[src/rtl/iob_clint_pkg.sv]
// Shared constants and helpers for the multi-hart CLINT: register map bases,
// hart-index width and byte-lane merge used by every strobed register.
package iob_clint_pkg;

  localparam logic [15:0] MSIP_BASE     = 16'h0000;
  localparam logic [15:0] MTIMECMP_BASE = 16'h4000;
  localparam logic [15:0] MTIME_BASE    = 16'hBFF8;

  // Width of a hart index; never zero so a single-hart build still has a bit.
  function automatic int clint_hart_w(input int n_cores);
    return (n_cores > 1) ? $clog2(n_cores) : 1;
  endfunction

  // Replace the bytes of old_v whose strobe bit is set with the bytes of new_v.
  function automatic logic [63:0] merge_bytes(input logic [63:0] old_v,
                                              input logic [63:0] new_v,
                                              input logic [7:0]  strb);
    logic [63:0] res;
    res = old_v;
    for (int i = 0; i < 8; i++) begin
      if (strb[i]) res[i*8 +: 8] = new_v[i*8 +: 8];
    end
    return res;
  endfunction

endpackage

[src/rtl/iob_clint_prescaler.sv]
// mtime prescaler: counts 0..PRESCALE-1 and pulses tick on the last count.
// A synchronous clear restarts the count (used when software rewrites mtime).
module iob_clint_prescaler #(
  parameter int PRESCALE = 1
) (
  input  logic clk,
  input  logic reset,
  input  logic clear,
  output logic tick
);

  localparam int CNT_W = (PRESCALE > 1) ? $clog2(PRESCALE) : 1;
  localparam logic [CNT_W-1:0] LAST = CNT_W'(PRESCALE - 1);

  logic [CNT_W-1:0] count;

  assign tick = (count == LAST);

  // Free-running modulo-PRESCALE counter, restarted by reset or clear.
  // NOTE: sequential state uses non-blocking (<=) so every flop samples pre-edge values.
  always_ff @(posedge clk) begin
    if (reset || clear) count <= '0;
    else if (tick)      count <= '0;
    else                count <= count + 1'b1;
  end

endmodule

[src/rtl/iob_clint_mt.sv]
// Multi-hart CLINT on the native valid/ready bus: shared 64-bit mtime, one
// mtimecmp and one msip bit per hart, byte-strobed writes, 32/64-bit data bus
// and a shadowed mtime high word for tear-free 32-bit reads.
module iob_clint_mt
  import iob_clint_pkg::*;
#(
  parameter int ADDR_W   = 32,
  parameter int DATA_W   = 32,
  parameter int N_CORES  = 1,
  parameter int PRESCALE = 1
) (
  input  logic                  clk,
  input  logic                  reset,
  input  logic                  valid,
  input  logic [ADDR_W-1:0]     address,
  input  logic [DATA_W-1:0]     wdata,
  input  logic [DATA_W/8-1:0]   wstrb,
  output logic [DATA_W-1:0]     rdata,
  output logic                  ready,
  output logic [N_CORES-1:0]    mtip,
  output logic [N_CORES-1:0]    msip
);

  localparam int              HART_W = clint_hart_w(N_CORES);
  localparam bit              WIDE   = (DATA_W == 64);
  localparam logic [11:0]     N_L    = 12'(N_CORES);

  // Register state
  logic [63:0] mtime;
  logic [63:0] mtimecmp [N_CORES];
  logic [31:0] shadow;
  logic        last_lo;

  // Decode
  logic [15:0]       addr16, msip_off, cmp_off;
  logic [11:0]       msip_idx, cmp_idx;
  logic [HART_W-1:0] msip_sel, cmp_sel;
  logic              is_msip, is_cmp, is_mtime, hi_word;
  logic              accept, is_write, mtime_wr, lo_rd, tick;

  assign addr16   = address[15:0];
  assign msip_off = addr16 - MSIP_BASE;
  assign cmp_off  = addr16 - MTIMECMP_BASE;
  assign msip_idx = msip_off[13:2];
  assign cmp_idx  = cmp_off[14:3];
  assign msip_sel = msip_idx[HART_W-1:0];
  assign cmp_sel  = cmp_idx[HART_W-1:0];
  assign hi_word  = addr16[2];

  assign is_msip  = (addr16 < MTIMECMP_BASE) && (msip_idx < N_L);
  assign is_cmp   = (addr16 >= MTIMECMP_BASE) && (addr16 < MTIME_BASE) && (cmp_idx < N_L);
  assign is_mtime = ((addr16 & 16'hFFF8) == MTIME_BASE);

  assign accept   = valid && !ready;
  assign is_write = |wstrb;
  assign mtime_wr = accept && is_write && is_mtime;
  assign lo_rd    = !is_write && is_mtime && !WIDE && !hi_word;

  logic unused_ok;
  assign unused_ok = ^{address, msip_off[15:14], msip_off[1:0], cmp_off[15], cmp_off[2:0]};

  // Lane-normalised write data/strobes and read data, always 64 bits wide
  logic [63:0]       wd64, rd64;
  logic [7:0]        ws64;
  logic              msip_bit, msip_ben;
  logic [DATA_W-1:0] rdata_next;

  // Map the bus lanes onto a 64-bit register view and build the read word.
  // NOTE: every always_comb output gets a default first so no latch can be inferred.
  always_comb begin
    wd64 = '0;
    ws64 = '0;
    rd64 = '0;
    if (WIDE) begin
      wd64 = 64'(wdata);
      ws64 = 8'(wstrb);
    end else begin
      wd64 = {2{wdata[31:0]}};
      ws64 = hi_word ? {wstrb[3:0], 4'b0000} : {4'b0000, wstrb[3:0]};
    end
    msip_bit = hi_word ? wd64[32] : wd64[0];
    msip_ben = hi_word ? ws64[4]  : ws64[0];

    if (is_msip) begin
      rd64 = hi_word ? {31'b0, msip[msip_sel], 32'b0} : {63'b0, msip[msip_sel]};
    end else if (is_cmp) begin
      rd64 = mtimecmp[cmp_sel];
    end else if (is_mtime) begin
      rd64 = mtime;
      if (!WIDE && hi_word && last_lo) rd64[63:32] = shadow;
    end

    if (WIDE) rdata_next = DATA_W'(rd64);
    else      rdata_next = DATA_W'(hi_word ? rd64[63:32] : rd64[31:0]);
  end

  iob_clint_prescaler #(
    .PRESCALE(PRESCALE)
  ) u_prescaler (
    .clk  (clk),
    .reset(reset),
    .clear(mtime_wr),
    .tick (tick)
  );

  // Handshake, register file, shadow and mtime updates at the accept edge.
  always_ff @(posedge clk) begin
    if (reset) begin
      ready   <= 1'b0;
      rdata   <= '0;
      msip    <= '0;
      shadow  <= '0;
      last_lo <= 1'b0;
      mtime   <= '0;
      // NOTE: mtimecmp is a register file with a defined reset value, so it is reset entry by entry.
      for (int h = 0; h < N_CORES; h++) mtimecmp[h] <= '1;
    end else begin
      ready <= accept;
      if (accept) begin
        last_lo <= lo_rd;
        if (!is_write) rdata <= rdata_next;
        if (lo_rd) shadow <= mtime[63:32];
        if (is_write && is_msip && msip_ben) msip[msip_sel] <= msip_bit;
        if (is_write && is_cmp)
          mtimecmp[cmp_sel] <= merge_bytes(mtimecmp[cmp_sel], wd64, ws64);
      end
      if (mtime_wr)  mtime <= merge_bytes(mtime, wd64, ws64);
      else if (tick) mtime <= mtime + 64'd1;
    end
  end

  // Registered timer interrupt per hart: unsigned 64-bit compare every cycle.
  always_ff @(posedge clk) begin
    if (reset) begin
      mtip <= '0;
    end else begin
      for (int h = 0; h < N_CORES; h++) mtip[h] <= (mtime >= mtimecmp[h]);
    end
  end

endmodule

[config.mk]
export PLATFORM = sky130hd
export DESIGN_NAME = iob_clint_mt
export DESIGN_NICKNAME = d
export VERILOG_FILES = /design/src/rtl/iob_clint_pkg.sv /design/src/rtl/iob_clint_prescaler.sv /design/src/rtl/iob_clint_mt.sv
export SDC_FILE = /design/constraint.sdc
export NUM_CORES = 1
export LEC_CHECK = 0
export BUFFER_PORTS_ARGS = -buffer_cell sky130_fd_sc_hd__clkbuf_2
export CAP_MARGIN = 20
export CORE_MARGIN = 1
export CORE_UTILIZATION = 55
export DETAILED_ROUTE_END_ITERATION = 10
export PLACE_DENSITY = 0.75
export SLEW_MARGIN = 20
export SYNTH_ARGS = -nofsm -noshare
export SYNTH_HDL_FRONTEND = slang
export SYNTH_SLANG_ARGS = --single-unit
[constraint.sdc]
create_clock -name clk -period 4 [get_ports clk]
set_clock_uncertainty 0.05 [all_clocks]
set_input_delay 0.2 -clock clk [delete_from_list [all_inputs] [get_ports clk]]
set_output_delay 0.2 -clock clk [all_outputs]
set_load 0.05 [all_outputs]
==> results.txt <==
Maximum clock frequency -> 325.8 MHz
R2r startpoint -> mtime[9]$_SDFFE_PP0P_
Non-Filler Instances -> 1708
Final Setup Violations -> 0
GRT overflow -> 0
Placed Instances -> 1672
Leakage -> 5.301 nW
WP data arrival -> 3380 ps
Post-synth EDFFs -> 64
Yosys cell types -> 69
Worst-path cell chain -> nand4_2 > or3_1 > or4_4 > nor3_4 > nand3_1 > mux2i_1 > a211oi_1
CTS-repair resized insts -> 0
Crit path max-delay family -> simple AND/OR/NAND/NOR gates
Via/cell ratio -> 6.396
Max stage delay on crit path -> 660 ps
Max-cap violations -> 0
Flop and latch count out of synthesis -> 197
CTS Sinks -> 197
Seq/Total Area, Yosys -> 0.3959
Clock Latency Late Sink -> 450 ps
Tot GR Track Use -> 0.3200
R2R Setup Slk -> 930 ps
Crit. End Element -> flop
Critical Setup Path Class -> flop to flop
Io pins -> 106
Reg2Reg Depth -> 7
CTS buffer count -> 17
Top-area cell type share of the netlist area -> 0.2299
Slew headroom -> 0.3458
Share of layout cells above drive strength 1 -> 0.1120
Primary FF master, synth -> dfxtp_1
Largest net degree at the start of global routing -> 85
Mapped Cells -> 1377
Most frequent cell after synthesis -> nand2_1
Crit share post-route -> 0.7672
Startpoint types -> flop
CTS tree -> yes
Synth-to-Final Area Change -> 10.75%
Initial antenna violation count -> 0
Crit path time final -> 3069 ps
Hold path cells -> 3
PortBufs -> 87
RSZ-0062 raised after global routing -> false
Worst path required time -> 4310 ps
Async SR Flop Fraction -> 0
Hold Path Class -> input pin to flop
Syn Nets -> 1513
Via count -> 10.93k
Final hold vios -> 0
Die height -> 147.1 µm
Layout Nets -> 1561
Worst-Margin Slew -> 981.3 ps
Count of routing violations after the opening detailed-route iteration -> 1046
PD cells -> 310.8 mW/mm²
Worst R2R End -> mtime[63]$_SDFFE_PP0P_
Setup_tns -> 0 ps
Synth top cells by count -> nand2_1, dfxtp_1, o21ai_0
Critical Path Fanout Max -> 8
Vias in the first global route -> 10.13k
Row cnt -> 52
1st-pass router iterations -> 5
Die X -> 147.1 µm
Fin Hold WS -> 16.24 ps
Clock Tree Buf Depth -> 2
Synth Cell Area -> 0.01158 mm²
DR WL/cell -> 19.97 µm
Postcts setup bufs -> 0
Die area -> 0.02164 mm²
Routability-driven placement congestion ratio -> 0.9371
Hpwl dp -> 23610 µm
Status -> finished, final reports clean
ANT cells -> 0
Routed Antenna Nets -> 0
Core area -> 0.02043 mm²
Worst Hold Launch -> wdata[24]
Synthesis Warnings -> 0
Avg Inst Size Synth -> 8.410 µm²
Post-synth top area cell -> dfxtp_1
Clock Tree Root -> clkbuf_16
Global-route wire length before repair -> 54140 µm
Clock transition at path regs -> 70 ps
Slew Viols, Final -> 0
Hold endpoint -> mtime[24]$_SDFFE_PP0P_
Worst VDD drop -> 0.2174 mV
CP bufs+invs -> 0
Wirelength, routed -> 34100 µm
H-tree Lvls -> 4
Slowest CP cell -> or4_4
DRC -> 0
Initial Util -> 0.5669
Hold_buf cts -> 4
Ranking of synthesized cells by area -> dfxtp_1, edfxtp_1, ha_1
## metrics by stage
stage / instance area, µm² / utilization / setup WS, ps / total power, mW
global route: 12830 / 0.6278 / 802.0 / 4.084
floorplan: 11580 / - / 1359 / 2.269
finish: 12830 / 0.6278 / 931.0 / 3.986
detailed placement: 12250 / 0.5995 / 1023 / 2.369
global placement: 12230 / 0.5985 / 1052 / 2.366
CTS: 12830 / 0.6278 / 973.5 / 3.995
## where the power goes
part | switching, mW | internal (mW)
Clock | 0.834 | 0.822
Sequential | 0.00915 | 2.07
Combinational | 0.178 | 0.0739
Total | 1.02 | 2.97
## cell type report
class	instances	area, µm²
clock buffer	19	442.9
timing repair buffer	114	678.2
fill	1817	7604
multi-input combinational	1022	6412
sequential	197	4586
clock inverter	13	95.09
tap	270	337.8
inverter	73	274.0
## logic make-up (layout without fill, tap and decap cells)
kind of cell | Yosys count | in the layout | synth area share
and+or+nand+nor | 502 | 502 | 0.2133
AOI/OAI and AO/OA | 387 | 387 | 0.2095
DFF | 197 | 197 | 0.3959
buffers and inverters | 158 | 219 | 0.05272
muxes | 67 | 67 | 0.05812
adders and majority gates | 65 | 65 | 0.07022
other | 1 | 1 | 0.0003238
## metal layers
metal / vias up / global-route usage / wire length, µm
met5: - / 0 / 0
met4: 0 / 0.1170 / 816
met3: 65 / 0.05248 / 2912
met2: 520 / 0.5024 / 15620
met1: 5200 / 0.4432 / 14750
li1: 5140 / - / -
## state kept, by name (all words and copies together) (netlist names)
register and count:
mtip 1, ready 1, mtime 64, msip 1
rdata 32, last_lo 1, mtimecmp 64, shadow 32
u_prescaler.count 1
## worst min-delay path: cells and delay by family
| kind | cells | cell delay [ps] |
|---|---|---|
| simple gates | 1 | 70 |
| compound gates | 1 | 80 |
| buf+inv | 1 | 120 |
## worst max-delay path by stage
| stage | startpoint | end | slack [ps] | depth (start not counted) |
|---|---|---|---|---|
| after floorplan | mtime[9]$_SDFFE_PP0P_ | mtime[43]$_SDFFE_PP0P_ | 1360 | 9 |
| after global placement | mtime[9]$_SDFFE_PP0P_ | mtime[63]$_SDFFE_PP0P_ | 1050 | 7 |
| after detailed placement | mtime[9]$_SDFFE_PP0P_ | mtime[63]$_SDFFE_PP0P_ | 1020 | 7 |
| after CTS | mtime[9]$_SDFFE_PP0P_ | mtime[63]$_SDFFE_PP0P_ | 970 | 7 |
| after global routing | mtime[9]$_SDFFE_PP0P_ | mtime[63]$_SDFFE_PP0P_ | 800 | 7 |
| final | mtime[9]$_SDFFE_PP0P_ | mtime[63]$_SDFFE_PP0P_ | 930 | 7 |
## placed cells by master, fill, tap and decap left out, types with 7 or more instances in the layout
master       n
o211ai_1     9
or3_1       12
nor4_1       9
mux2i_1     65
o21ai_0    113
nand3_1     30
a21o_1      19
a31oi_1     15
nor2_1     104
and3_1      26
and4_1       9
nand2b_1    37
nand2_1    178
ha_1        65
nor3_1      21
buf_4       23
clkbuf_16   17
edfxtp_1    64
or4_1        7
a211oi_1    20
inv_1       73
a21oi_1    109
clkbuf_2    85
dfxtp_1    132
nor2b_1      7
inv_6        7
o31ai_1      8
o221ai_1    33
nand4_1     29
a22oi_1      7
Power figures use the tool's default switching activity.
